<file path="src/rtl/addr_seq_pkg.sv">
// Shared types and constants for the address sequencer: FSM states,
// sweep direction and wrap-mode encodings.
package addr_seq_pkg;

    typedef enum logic [1:0] {
        IDLE = 2'd0,
        RUN  = 2'd1,
        DONE = 2'd2
    } state_t;

    localparam logic DIR_UP       = 1'b0;
    localparam logic DIR_DOWN     = 1'b1;
    localparam logic MODE_ONESHOT = 1'b0;
    localparam logic MODE_WRAP    = 1'b1;

endpackage

</file>
<file path="src/rtl/addr_sequencer_dwell_timer.sv">
// Per-address hold timer: counts 0..limit, expire is high while count==limit.
// load captures a new limit and restarts; clear restarts with the held limit.
module dwell_timer #(
    parameter int DWELL_W = 8
) (
    input  logic               clk,
    input  logic               rst,
    input  logic               load,
    input  logic               clear,
    input  logic [DWELL_W-1:0] dwell,
    output logic               expire
);

    logic [DWELL_W-1:0] count;
    logic [DWELL_W-1:0] limit;

    always_ff @(posedge clk or posedge rst) begin
        if (rst) begin
            count <= '0;
            limit <= '0;
        end else if (load) begin
            limit <= dwell;
            count <= '0;
        end else if (clear) begin
            count <= '0;
        end else begin
            count <= count + 1'b1;
        end
    end

    assign expire = (count == limit);

endmodule

</file>
<file path="src/rtl/addr_sequencer.sv">
// Bounded, stepped address generator with start/stop handshake, programmable
// range/step/direction, one-shot or wrapping sweeps and per-address dwell.
module addr_sequencer
    import addr_seq_pkg::*;
#(
    parameter int WIDTH   = 4,
    parameter int DWELL_W = 8
) (
    input  logic               clk,
    input  logic               rst,
    input  logic               start,
    input  logic               stop,
    input  logic [WIDTH-1:0]   lo,
    input  logic [WIDTH-1:0]   hi,
    input  logic [WIDTH-1:0]   step,
    input  logic               dir,
    input  logic               mode,
    input  logic [DWELL_W-1:0] dwell,
    output logic [WIDTH-1:0]   address,
    output logic               busy,
    output logic               wrap,
    output logic               done
);

    state_t           state;
    logic [WIDTH-1:0] lo_q, hi_q, step_q;
    logic             dir_q, mode_q;

    logic             accept;
    logic             expire;
    logic [WIDTH:0]   sum, diff;
    logic [WIDTH-1:0] adv_addr, reload_addr;
    logic             boundary;

    assign accept = (state == IDLE) && start && (lo <= hi);

    dwell_timer #(.DWELL_W(DWELL_W)) u_timer (
        .clk    (clk),
        .rst    (rst),
        .load   (accept),
        .clear  (expire),
        .dwell  (dwell),
        .expire (expire)
    );

    // One extra bit catches carry-out (ascending) and borrow (descending).
    always_comb begin
        sum  = {1'b0, address} + {1'b0, step_q};
        diff = {1'b0, address} - {1'b0, step_q};
        if (dir_q == DIR_UP) begin
            adv_addr    = sum[WIDTH-1:0];
            reload_addr = lo_q;
            boundary    = sum[WIDTH] || (sum[WIDTH-1:0] > hi_q);
        end else begin
            adv_addr    = diff[WIDTH-1:0];
            reload_addr = hi_q;
            boundary    = diff[WIDTH] || (diff[WIDTH-1:0] < lo_q);
        end
    end

    always_ff @(posedge clk or posedge rst) begin
        if (rst) begin
            state   <= IDLE;
            address <= '0;
            busy    <= 1'b0;
            wrap    <= 1'b0;
            done    <= 1'b0;
            lo_q    <= '0;
            hi_q    <= '0;
            step_q  <= '0;
            dir_q   <= DIR_UP;
            mode_q  <= MODE_ONESHOT;
        end else begin
            wrap <= 1'b0;
            done <= 1'b0;
            case (state)
                IDLE: begin
                    if (accept) begin
                        lo_q    <= lo;
                        hi_q    <= hi;
                        step_q  <= (step == '0) ? {{(WIDTH-1){1'b0}}, 1'b1} : step;
                        dir_q   <= dir;
                        mode_q  <= mode;
                        address <= (dir == DIR_DOWN) ? hi : lo;
                        busy    <= 1'b1;
                        state   <= RUN;
                    end else if (start) begin
                        done <= 1'b1;
                    end
                end
                RUN: begin
                    if (stop) begin
                        busy  <= 1'b0;
                        state <= IDLE;
                    end else if (expire) begin
                        if (!boundary) begin
                            address <= adv_addr;
                        end else if (mode_q == MODE_WRAP) begin
                            address <= reload_addr;
                            wrap    <= 1'b1;
                        end else begin
                            busy  <= 1'b0;
                            done  <= 1'b1;
                            state <= DONE;
                        end
                    end
                end
                DONE: state <= IDLE;
                default: begin
                    busy  <= 1'b0;
                    state <= IDLE;
                end
            endcase
        end
    end

endmodule

</file>
<file path="config.mk">
export PLATFORM = sky130hd
export DESIGN_NAME = addr_sequencer
export DESIGN_NICKNAME = d
export VERILOG_FILES = /design/src/rtl/addr_seq_pkg.sv /design/src/rtl/addr_sequencer_dwell_timer.sv /design/src/rtl/addr_sequencer.sv
export SDC_FILE = /design/constraint.sdc
export NUM_CORES = 1
export LEC_CHECK = 0
export ABC_AREA = 1
export CAP_MARGIN = 15
export CELL_PAD_IN_SITES_DETAIL_PLACEMENT = 0
export CELL_PAD_IN_SITES_GLOBAL_PLACEMENT = 1
export CORE_ASPECT_RATIO = 1.25
export CORE_MARGIN = 2
export CORE_UTILIZATION = 45
export DETAILED_ROUTE_END_ITERATION = 8
export PLACE_DENSITY = 0.91
export SLEW_MARGIN = 25
export SYNTH_ARGS = -nofsm -noshare
export SYNTH_HDL_FRONTEND = slang
export SYNTH_SLANG_ARGS = --single-unit
export TNS_END_PERCENT = 10
</file>
<file path="constraint.sdc">
create_clock -name clk -period 5.1 [get_ports clk]
set_input_delay 0.765 -clock clk [delete_from_list [all_inputs] [get_ports clk]]
set_output_delay 0.765 -clock clk [all_outputs]
set_load 0.02 [all_outputs]
</file>
Yosys cells after proc, flatten, opt, wreduce, memory -nomap -nowiden
Cells that the tools add are included.
{"block": "classes", "reduce_logical": 11, "n_mux": 37, "n_eq_ne": 10, "magnitude_cmp": 3, "bitwise_logic": 1, "addsub": 3}
{"operator": "$mux 4", "n": 9}
{"operator": "$mux 1", "n": 17}
{"operator": "$mux 8", "n": 2}
{"operator": "$ne 3x3->1 const B", "n": 4}
{"operator": "$mux 2", "n": 5}
{"operator": "$reduce_and 5->1", "n": 2}
{"operator": "$add 8x1->8 const B", "n": 1}
{"operator": "$eq 8x8->1", "n": 1}
{"operator": "$pmux 4 s2", "n": 1}
{"operator": "$ne 2x2->1 const B", "n": 3}
{"operator": "$add 4x4->5", "n": 1}
{"operator": "$sub 4x4->5", "n": 1}
{"operator": "$gt 4x4->1", "n": 1}
{"operator": "$le 4x4->1", "n": 1}
{"operator": "$logic_not 4->1", "n": 1}
{"operator": "$lt 4x4->1", "n": 1}
{"operator": "$pmux 2 s2", "n": 1}
{"operator": "$reduce_and 4->1", "n": 1}
{"operator": "$pmux 1 s3", "n": 1}
{"operator": "$eq 2x1->1 const B", "n": 1}
{"operator": "$eq 2x2->1 const B", "n": 1}
{"operator": "$logic_and 1x1->1", "n": 2}
{"operator": "$logic_not 2->1", "n": 1}
{"operator": "$logic_or 1x1->1", "n": 2}
{"operator": "other kinds (4)", "n": 4}
{"block": "totals", "regBits": 39, "inputBits": 26, "word_cells": 77, "out_inout_bits": 7}

Depth between registers and ports, before layout
{"block": "depth", "word_depth": 8, "depth_mapped": 21, "mapped_depth_nobuf": 20}

Cells and area by module
Synthesis repeated with hierarchy kept, for this count alone.
{"block": "unflattened", "hier_cells": 342, "area_unflattened_um2": 2608.8}
{"module": "addr_sequencer", "area_each_um2": 1785.5, "cells_each": 225, "instances": 1}
{"module": "dwell_timer", "area_each_um2": 823.3, "cells_each": 117, "instances": 1}

Worst setup path before layout
Ideal clock, no wire load.
{"block": "synth_path", "path_kind": "reg-to-reg", "start": "reg address[2]", "end": "reg address[2]", "path_slack_ps": 2655, "arrival_time_ps": 2327, "period_less_slack_ps": 2445, "stages_incl_launch_ff": 19, "t_required_ps": 4983, "setup_time_ps": 117, "path_buffers": 1, "cell_sequence": "dfrtp_1 ha_1 buf_6 inv_2 a21oi_1 nand3_1 and2_1 ha_1 nand2_1 inv_1 nand2_1 nand2_1 nand2_1 nand2_4 nand3_2 nor2_2 nor2_4 nand3_1 nand2_1"}
{"block": "synth_via", "elab_chain_cells": 8, "elab_cells_between_ends": 14}
{"item": "from (decl)", "line": "addr_sequencer.sv:19", "rtl": "output logic [WIDTH-1:0] address,"}
{"item": "from (signal assigned)", "line": "addr_sequencer.sv:84", "rtl": "address <= (dir == DIR_DOWN) ? hi : lo;"}
{"item": "from (signal assigned)", "line": "addr_sequencer.sv:97", "rtl": "address <= adv_addr;"}
{"item": "from (signal assigned)", "line": "addr_sequencer.sv:99", "rtl": "address <= reload_addr;"}
{"item": "$add 4x4->5 / $sub 4x4->5 (equally long branches)", "line": "addr_sequencer.sv:48, addr_sequencer.sv:49"}
{"item": "$gt 4x4->1 / $lt 4x4->1 (equally long branches)", "line": "addr_sequencer.sv:53, addr_sequencer.sv:57"}
{"item": "$logic_or 1x1->1, on equally long branches", "line": "addr_sequencer.sv:53, addr_sequencer.sv:57"}
{"item": "$mux 1", "line": "addr_sequencer.sv:50", "rtl": "if (dir_q == DIR_UP) begin"}
{"item": "$mux 4", "line": "addr_sequencer.sv:96", "rtl": "if (!boundary) begin"}
{"item": "$mux 4", "line": "addr_sequencer.sv:95", "rtl": "end else if (expire) begin"}
{"item": "$mux 4", "line": "addr_sequencer.sv:92", "rtl": "if (stop) begin"}
{"item": "$pmux 4 s2", "line": "addr_sequencer.sv:76", "rtl": "case (state)"}
Parallel ways exist; a longest one is shown, timed or not. The select of a mux whose other input is x is not followed.
A chain may end at the register's enable or synchronous reset.

Final worst setup path
Ends and elaborated chain as after synthesis.

==> qor.yml <==
worst_setup_path:
  endpoint_kind: "register"
  rrSetupSlack_ns: 2.39
  reg2reg_depth: 17
  cp_data_arrival_time_ns: 2.90
  crit_type: "register to register"
  worstPathRequired_ns: 5.29
  worst-path-max-fanout: 7
  worstReg2RegStart: "address[2]"
  reg2reg_to: "address[2]"
  startpoint_type: "register"
yosys:
  yosysWarnings: 0
  yosys.cell_types.count: 34
  synth_top_area_frac: 0.3734
  syn_avg_cell_area_um2: 8.219
  synth_edf_count: 0
  synth_xor_area_frac: 0.03686
  yosys-top-cells-area: "dfrtp_1 (37%), nand2_1 (11%), ha_1 (9.6%), inv_1 (5.9%), nand3_1 (4.4%)"
  netlist_instances: 318
  post-synth-top-count-cell: "nand2_1"
  synth_top_family_by_area: "simple AND/OR/NAND/NOR gates"
  ys.flop_type: "dfrtp_1"
  synthAdderAreaFrac: 0.1111
  synth_compound_area_frac: 0.09478
  yosysTopAreaCell: "dfrtp_1"
  synth_area_mm2: 0.002614
  yosysSeqAreaShare: 0.3734
  synth_common_cells: "nand2_1 (76), inv_1 (41), dfrtp_1 (39)"
  yosys.area_share.simple: 0.2662
  ys_ff_latch: 39
  async_reset_ff_frac: 1.000
  muxShareOfSynthArea: 0.03207
  synth.net_count: 366
timing:
  max_slew_margin: 0.6710
  hold_viol_final: 0
  rsz0062_at_grt: "false"
  final-setup-viol-count: 0
  drv_slew: 0
  worst_pin_slew_ns: 0.4931
  skew_ns: 0.003326
  finalSetupTns_ns: 0
  fin_crit_sh: 0.5316
  layout_setup_ws_ns: 2.389
  min_period_ns: 2.711
  fmax_mhz: 368.8
placed_design:
  hpwl_um: 4100
  dp_slack_ns: 2.234
  port_buffers: 32
  gp_congestion: 0.8598
die:
  ios: 33
  start_util: 0.4584
  fp.dieW_um: 72.17
  dieArea_mm2: 0.006438
  fp.dieH_um: 89.21
  rows: 31
  core_area_mm2: 0.005702
final_layout:
  utilization: 0.5427
  n_fill_cell: 574
  area_growth_pct: 18.38
  n_antenna_cell: 0
  regArea_um2: 975.9
  multi_input_area_mm2: 0.001414
  final_nets: 400
  drive_above_1_share: 0.1445
grt:
  grt_start_max_net_pins: 44
  busiest_layer: "met2"
  overflow: 0
  grtUsageMet2: 0.3503
  use_met1: 0.2085
  track_usage: 0.1832
  grt_pass1_wl_um: 9045
  use_met3: 0.02706
  antenna_found_initial: 0
  grt_pass1_vias: 2042
power:
  power_density_mw_per_mm2: 673.4
  ir_drop_mv: 0.2759
  p_leak_uw: 0.001551
detailed_routing:
  drtIter0Drc: 76
  routedWlPerCell_um: 12.22
  first_pass_iters: 4
  vias: 2075
  drt-total-wl_um: 5119
  ant_nets: 0
  route.detailed.drc: 0
  viasPerCell: 4.952
cts:
  cts_setup_buffers: 0
  clk_pin_slew_worst_paths_ns: 0.07
  cts_hold_repair.buffers: 0
  cts_buffers: 5
  cts_buffer_depth: 2
  cts_root_buf: "clkbuf_8"
  clk_latency_ns: 0.29
  clock_sinks: 39
  cts.repair.resized: 0
  cts_tree: "done"
  cts-htree-levels: 2
min_path:
  hold_depth: 2
  hold_end: "busy"
  worstHoldStart: "busy"
  holdCritPathClass: "register to register"
run_status:
  status: "finished clean"
run:
  drv_cap: 0
how the worst max path moves through the flow:
stage	cells past startpoint	slack [ns]	start	to
2_1_floorplan	18	2.66	address[2]	address[2]
5_1_grt	17	2.10	address[2]	address[3]
4_1_cts	17	2.37	address[2]	address[2]
3_3_place_gp	14	2.28	hi[1]	address[2]
3_5_place_dp	14	2.23	hi[1]	address[2]
6_report	17	2.39	address[2]	address[2]
registers in the layout, summed over array words and instances (netlist names):
name	count
address	4
busy	1
dir_q	1
done	1
hi_q	4
lo_q	4
mode_q	1
state	2
step_q	4
u_timer.count	8
u_timer.limit	8
wrap	1
critical path, cell delays in order (launching register included):
cell and delay, ns:
dfrtp_1 0.43, ha_1 0.47, inv_2 0.07, a21oi_1 0.18, nand3_1 0.12, and2_1 0.18
ha_1 0.29, nand2_1 0.06, inv_1 0.06, nand2_1 0.05, nand2_1 0.05, nand2_1 0.08
nand2_4 0.12, nand3_2 0.12, nor2_2 0.16, nor2_4 0.06, nand3_1 0.06, nand2_1 0.05
cells in the final DEF, fill, tap and decap left out, types with 8 or more instances in the layout:
master	netlist	routed
nand3_1	23	23
o21ai_0	14	14
xnor2_1	8	8
clkdlybuf4s50_1	0	32
nor2_1	20	20
nand2_1	76	76
ha_1	20	20
a21oi_2	9	9
inv_1	41	41
dfrtp_1	39	39
per-stage QoR:
stage	total power, µW	area (µm²)	hold WS [ns]	instances
global placement	1812	2977	0.4657	411
finish	2084	3094	0.4818	419
global route	2322	3094	0.5250	419
detailed placement	1841	2977	0.4701	411
CTS	2114	3094	0.4872	419
floorplan	1557	2614	0.4530	318
cells by family (layout without fill, tap and decap cells):
| family | after synthesis | count (layout) |
|---|---|---|
| muxes | 7 | 7 |
| and+or+nand+nor | 148 | 148 |
| xor gates and xnor gates | 11 | 11 |
| buffers and inverters | 53 | 88 |
| DFF | 39 | 39 |
| AOI/OAI and AO/OA | 38 | 38 |
| adders and majority gates | 22 | 22 |
area by class of cell:
cell class                      count  area share
Multi-Input combinational cell    226      0.4569
Sequential cell                    39      0.3154
Timing Repair Buffer               33      0.1059
Inverter                           47     0.05702
Clock buffer                        6     0.02669
Tap cell                           66     0.02669
Clock inverter                      2     0.01132
power breakdown:
group / leakage, µW / internal [µW] / switching, µW
clock network: 0.0000612 / 158 / 104
logic: 0.00101 / 521 / 741
registers: 0.000478 / 436 / 124
per-layer routing:
metal	wire length, µm	up-vias
met5	0	-
met4	69	0
met3	116	7
met2	2835	25
met1	2097	969
li1	-	1074
Note: power is estimated with default switching activity, not from simulation.
